## config.mk

```make
export PLATFORM = sky130hd
export DESIGN_NAME = alu_lockstep_ctrl
export DESIGN_NICKNAME = d
export VERILOG_FILES = /design/src/rtl/alu_lockstep_ctrl.sv
export SDC_FILE = /design/constraint.sdc
export NUM_CORES = 1
export LEC_CHECK = 0
export ABC_AREA = 1
export BUFFER_PORTS_ARGS = -buffer_cell sky130_fd_sc_hd__buf_2
export CORE_UTILIZATION = 25
export CTS_BUF_LIST = sky130_fd_sc_hd__clkbuf_4
export CTS_CLUSTER_SIZE = 30
export DETAILED_ROUTE_END_ITERATION = 12
export PLACE_DENSITY_LB_ADDON = 0.2
export SLEW_MARGIN = 20
export SYNTH_ARGS = -nofsm -noshare
export SYNTH_HDL_FRONTEND = slang
export SYNTH_SLANG_ARGS = --single-unit
```

## constraint.sdc

```tcl
create_clock -name wb_clk_i -period 2.4 [get_ports wb_clk_i]
set_input_delay 0.12 -clock wb_clk_i [delete_from_list [all_inputs] [get_ports wb_clk_i]]
set_output_delay 0.12 -clock wb_clk_i [all_outputs]
set_load 0.005 [all_outputs]
```

## src/rtl/alu_lockstep_ctrl.sv

```systemverilog
// Dual-lane lockstep ALU controller: feeds both lanes, compares after ALU_LAT, retries, flags faults.
// Optional macro ALU_LOCKSTEP_INJECT_EN adds inj_i to flip lane-1 operand A bit 0 per request.
module alu_lockstep_ctrl #(
  parameter int ALU_LAT   = 1,
  parameter int MAX_RETRY = 2
) (
  input  logic       wb_clk_i,
  input  logic       wb_rst_ni,
  input  logic       op_valid_i,
  output logic       op_ready_o,
  input  logic [3:0] op_a_i,
  input  logic [3:0] op_b_i,
  input  logic [1:0] op_sel_i,
`ifdef ALU_LOCKSTEP_INJECT_EN
  input  logic       inj_i,
`endif
  output logic [3:0] alu_a0_o,
  output logic [3:0] alu_b0_o,
  output logic [3:0] alu_a1_o,
  output logic [3:0] alu_b1_o,
  output logic [1:0] alu_sel1_o,
  output logic [1:0] alu_sel2_o,
  input  logic [3:0] alu_out1_i,
  input  logic       alu_carry1_i,
  input  logic [3:0] cmp_x_i,
  input  logic       cmp_y_i,
  output logic       res_valid_o,
  input  logic       res_ready_i,
  output logic [3:0] res_data_o,
  output logic       res_carry_o,
  output logic       res_err_o,
  output logic       fault_o,
  input  logic       clr_fault_i,
  output logic [7:0] mismatch_cnt_o
);

  typedef enum logic [1:0] {
    IDLE  = 2'd0,
    WAIT  = 2'd1,
    CHECK = 2'd2,
    RESP  = 2'd3
  } state_t;

  localparam logic [2:0] LAT_M1 = 3'(ALU_LAT - 1);
  localparam logic [2:0] MAX_R  = 3'(MAX_RETRY);

  function automatic logic [7:0] sat_inc(input logic [7:0] v);
    return (v == 8'hFF) ? v : v + 8'd1;
  endfunction

  state_t     r_state;
  state_t     w_state_nxt;
  logic [2:0] r_wcnt;
  logic [2:0] r_retry;
  logic [3:0] r_a0;
  logic [3:0] r_b0;
  logic [3:0] r_a1;
  logic [3:0] r_b1;
  logic [1:0] r_sel;
  logic [3:0] r_res_data;
  logic       r_res_carry;
  logic       r_res_err;
  logic       r_fault;
  logic [7:0] r_mcnt;

  logic       w_inj;
  logic       w_mismatch;
  logic       w_accept;
  logic       w_retry;
  logic       w_capture;
  logic       w_fail;
  logic       w_clr;

`ifdef ALU_LOCKSTEP_INJECT_EN
  assign w_inj = inj_i;
`else
  assign w_inj = 1'b0;
`endif

  assign w_mismatch = (cmp_x_i != 4'd0) || cmp_y_i;
  assign w_clr      = clr_fault_i && (r_state == IDLE);

  always_ff @(posedge wb_clk_i or negedge wb_rst_ni) begin
    if (!wb_rst_ni) r_state <= IDLE;
    else            r_state <= w_state_nxt;
  end

  always_comb begin
    w_state_nxt = r_state;
    w_accept    = 1'b0;
    w_retry     = 1'b0;
    w_capture   = 1'b0;
    w_fail      = 1'b0;
    case (r_state)
      IDLE: begin
        if (op_valid_i) begin
          w_accept    = 1'b1;
          w_state_nxt = WAIT;
        end
      end
      WAIT: begin
        if (r_wcnt == 3'd0) w_state_nxt = CHECK;
      end
      CHECK: begin
        if (!w_mismatch) begin
          w_capture   = 1'b1;
          w_state_nxt = RESP;
        end else if (r_retry < MAX_R) begin
          w_retry     = 1'b1;
          w_state_nxt = WAIT;
        end else begin
          w_capture   = 1'b1;
          w_fail      = 1'b1;
          w_state_nxt = RESP;
        end
      end
      RESP: begin
        if (res_ready_i) w_state_nxt = IDLE;
      end
      default: w_state_nxt = IDLE;
    endcase
  end

  // WAIT timer and retry bookkeeping
  always_ff @(posedge wb_clk_i or negedge wb_rst_ni) begin
    if (!wb_rst_ni) begin
      r_wcnt  <= 3'd0;
      r_retry <= 3'd0;
    end else begin
      if (w_accept || w_retry)                   r_wcnt <= LAT_M1;
      else if (r_state == WAIT && r_wcnt != 3'd0) r_wcnt <= r_wcnt - 3'd1;
      if (w_accept)     r_retry <= 3'd0;
      else if (w_retry) r_retry <= r_retry + 3'd1;
    end
  end

  // Lane operands are loaded only on accept so retries replay the same request
  always_ff @(posedge wb_clk_i or negedge wb_rst_ni) begin
    if (!wb_rst_ni) begin
      r_a0  <= 4'd0;
      r_b0  <= 4'd0;
      r_a1  <= 4'd0;
      r_b1  <= 4'd0;
      r_sel <= 2'd0;
    end else if (w_accept) begin
      r_a0  <= op_a_i;
      r_b0  <= op_b_i;
      r_a1  <= op_a_i ^ {3'd0, w_inj};
      r_b1  <= op_b_i;
      r_sel <= op_sel_i;
    end
  end

  always_ff @(posedge wb_clk_i or negedge wb_rst_ni) begin
    if (!wb_rst_ni) begin
      r_res_data  <= 4'd0;
      r_res_carry <= 1'b0;
      r_res_err   <= 1'b0;
    end else if (w_capture) begin
      r_res_data  <= alu_out1_i;
      r_res_carry <= alu_carry1_i;
      r_res_err   <= w_fail;
    end
  end

  // Clear is only honoured in IDLE, where neither set nor count can happen
  always_ff @(posedge wb_clk_i or negedge wb_rst_ni) begin
    if (!wb_rst_ni) begin
      r_fault <= 1'b0;
      r_mcnt  <= 8'd0;
    end else if (w_clr) begin
      r_fault <= 1'b0;
      r_mcnt  <= 8'd0;
    end else begin
      if (w_fail) r_fault <= 1'b1;
      if (r_state == CHECK && w_mismatch) r_mcnt <= sat_inc(r_mcnt);
    end
  end

  assign op_ready_o     = (r_state == IDLE);
  assign res_valid_o    = (r_state == RESP);
  assign alu_a0_o       = r_a0;
  assign alu_b0_o       = r_b0;
  assign alu_a1_o       = r_a1;
  assign alu_b1_o       = r_b1;
  assign alu_sel1_o     = r_sel;
  assign alu_sel2_o     = r_sel;
  assign res_data_o     = r_res_data;
  assign res_carry_o    = r_res_carry;
  assign res_err_o      = r_res_err;
  assign fault_o        = r_fault;
  assign mismatch_cnt_o = r_mcnt;

endmodule

```

==> run metrics <==
status=finished, violations left; failing checks=design-rule violations; WS Path Type=reg2reg; setup TNS=0 ns; gpl congestion=0.743; final WL=3.69 mm; kind of start point of the critical path=register; die area=7210 µm²; placed cell areas=2030 µm²; Worst-Skew Late Latency=0.33 ns; FILL cells=692; chip width=84.9 µm; GRT Resource Usage Total=10.5%; Die Ht=84.9 µm; dpl hpwl=2.69 mm; peak supply drop=0.209 mV; Post-Place Cells=317; Power Density=1040 nW/µm²; root buffer cell=clkbuf_4; H-tree depth=2; CP Data Arrival Time=1.67 ns; Syn-to-layout area delta=22.3%; initial core utilization=26.4%; Setup crit end kind=register; Yosys reg bits=33; CTS Buf Count=5; Seq pwr share=42.4%; final period utilization=58.2%; worst hold path type=in2reg; initial antenna violation count=0; TritonCTS clock tree=yes; Critical Path, Cell by Cell=ha_1, nand3_1, inv_1, nand2_1, inv_1, nor2_4, nand3_1, nand2_1; Lkg Pwr=0.00120 µW; crit-path max cell delay=0.44 ns; CP max stage cell=dfrtp_1; vias in the first global route=1267; RSZ-0062 raised after global routing=no; top cell type's share of synthesized area=48.1%; largest net degree at the start of global routing=34; EDFF count, synth=0; Clock power frac=13.2%; Final Max Slew Viols=0; Worst-Margin Slew=0.782 ns; Setup Skew=0.00996 ns; Final Instance Area=2100 µm²; CTS sink cnt=33; routed via count=1425; Clock Path Buffers=2; top-count cell post-synth=nand2_1; fin cells=326; Remaining Overflow, GRT=0; layout cells sized above 1=36.1%; Post-Syn Area=1720 µm²; worst-path fanout max=8; Worst-path clk slew=0.10 ns; syn_area_per_cell=8.99 µm²; Yosys Warn Count=0; first-pass detailed-route iteration total=8; first-pass GRT wire length=5.91 mm; Final Util=32.3%; Final Hold Viols=0; Post-synth ARST share=100%; largest cells by area after synthesis=dfrtp_1 (48%), nand2_1 (12%), nand3_1 (8.4%); Resized cells post-CTS=0; Final nets=279; Psw=846 µW; internal power=1340 µW; WL per Instance=11.3 µm; Top Ports=62; CP required=2.67 ns; antenna-violating nets left=0; drt initial violations=57; top cells by count, synth=nand2_1 (55), dfrtp_1 (33), nand3_1 (29), inv_1 (17), buf_4 (10); switch share=38.7%; number of diodes=0; Distinct cells, synth=24; final setup violation count=0; via-per-instance ratio=4.37; Tmin final=1.40 ns; Max Freq=715 MHz; Post-Syn Nets=220; logic gate share of total power=44.5%; Yosys top cell by area=dfrtp_1; max-cap violations=0; Primary FF master, synth=dfrtp_1; # DRC=5; Seq/Total Area, Yosys=48.1%; Post-Syn Instances=191; Rows=29; number of port buffers=61; slew margin rel.=47.8%; placeable core area=6490 µm²
==> state kept, by name (all words and copies together), names as in the netlist <==
signal,count
r_retry,3
r_wcnt,3
res_carry_o,1
res_err_o,1
r_state,2
res_data_o,4
alu_b1_o,4
fault_o,1
mismatch_cnt_o,8
alu_a1_o,4
alu_sel1_o,2
==> routing by layer <==
| metal | vias up | global-route usage, % | wire, µm |
|---|---|---|---|
| met1 | 648 | 13.0 | 1740 |
| met4 | 0 | 4.62 | 80 |
| li1 | 729 | - | - |
| met2 | 39 | 17.1 | 1690 |
| met3 | 9 | 3.21 | 188 |
| met5 | - | 0 | 0 |
==> power groups by stage <==
stage | Clock [µW] | Sequential [µW] | Combinational (µW)
2_1_floorplan | 0 | 948 | 692
3_3_place_gp | 0 | 931 | 989
3_5_place_dp | 0 | 942 | 988
4_1_cts | 304 | 930 | 994
5_1_grt | 324 | 961 | 1100
6_report | 288 | 927 | 972
==> timing repair <==
| action | CTS | global route |
|---|---|---|
| setup buffers | 0 | 0 |
| hold endpoints to repair | 33 | 2 |
| hold buffers | 1 | 2 |
==> final cells by class <==
cell class              count  area, µm²  share of cell area, %
flip-flops and latches     33        826                   39.3
multi-input cells         128        728                   34.7
repair buffers             64        335                   16.0
well taps                  77       96.3                   4.59
inverters                  18       72.6                   3.45
clock buffers               5       37.5                   1.79
clock inverters             1       5.00                  0.238
==> kinds of logic (layout without fill, tap and decap cells) <==
kind of cell	after synthesis	after routing	share of synthesized area, %
and+or+nand+nor	107	107	29.4
DFF	33	33	48.1
buffers and inverters	30	88	9.54
muxes	10	10	7.87
AOI/OAI and AO/OA	6	6	1.75
adders and majority gates	4	4	2.91
xor gates and xnor gates	1	1	0.510
==> stage by stage <==
stage                     power (µW)  hold slack, ns  worst slack (ns)
final                           2190         0.00672              1.00
after global routing            2380        -0.00569             0.856
after CTS                       2230         0.00359             0.979
after detailed placement        1930           0.261              1.00
after global placement          1920           0.256              1.05
after floorplan                 1640          -0.176              1.15
==> cells in the final DEF, fill, tap and decap left out <==
cell | synthesis | final
nand4_1 | 1 | 1
ha_1 | 4 | 4
nand3b_2 | 1 | 1
nand2_4 | 1 | 1
nand2_2 | 3 | 3
a21oi_1 | 6 | 6
xor2_1 | 1 | 1
clkinv_4 | 1 | 1
dfrtp_1 | 33 | 33
nand3_2 | 2 | 2
dlygate4sd3_1 | 0 | 3
or2_2 | 2 | 2
clkinv_2 | 0 | 1
buf_2 | 1 | 61
nor2_4 | 2 | 2
nand2_1 | 55 | 55
or2_0 | 1 | 1
nor2_1 | 8 | 8
mux2_4 | 6 | 6
nand3_1 | 29 | 29
mux2_2 | 4 | 4
nor2_2 | 1 | 1
nand3b_1 | 1 | 1
clkbuf_4 | 0 | 5
inv_1 | 17 | 17
==> worst max-delay path, delay by kind of cell, from the launching register on <==
| family | cells | cell delay, ns |
|---|---|---|
| buffers and inverters | 2 | 0.12 |
| flip-flops | 1 | 0.44 |
| AND/OR/NAND/NOR | 5 | 0.53 |
| adder cells (fa/ha/maj) | 1 | 0.25 |
==> worst paths after layout <==
| path | start | end | slack (ns) | cells after the start |
|---|---|---|---|---|
| worst min-delay path | alu_carry1_i | res_carry_o$_DFFE_PN0P_ | 0.007 | 3 |
| max in group asynchronous | wb_rst_ni | mismatch_cnt_o[4]$_DFFE_PN0P_ | 1.50 | 2 |
| worst min register to register | res_data_o[3]$_DFFE_PN0P_ | res_data_o[3]$_DFFE_PN0P_ | 0.48 | 2 |
| worst max register to register | mismatch_cnt_o[0]$_DFFE_PN0P_ | mismatch_cnt_o[7]$_DFFE_PN0P_ | 1.00 | 8 |
| min in group asynchronous | wb_rst_ni | alu_b1_o[2]$_DFFE_PN0P_ | 0.38 | 2 |
| worst max-delay path | mismatch_cnt_o[0]$_DFFE_PN0P_ | mismatch_cnt_o[7]$_DFFE_PN0P_ | 1.00 | 8 |
Power figures use the tool's default switching activity.
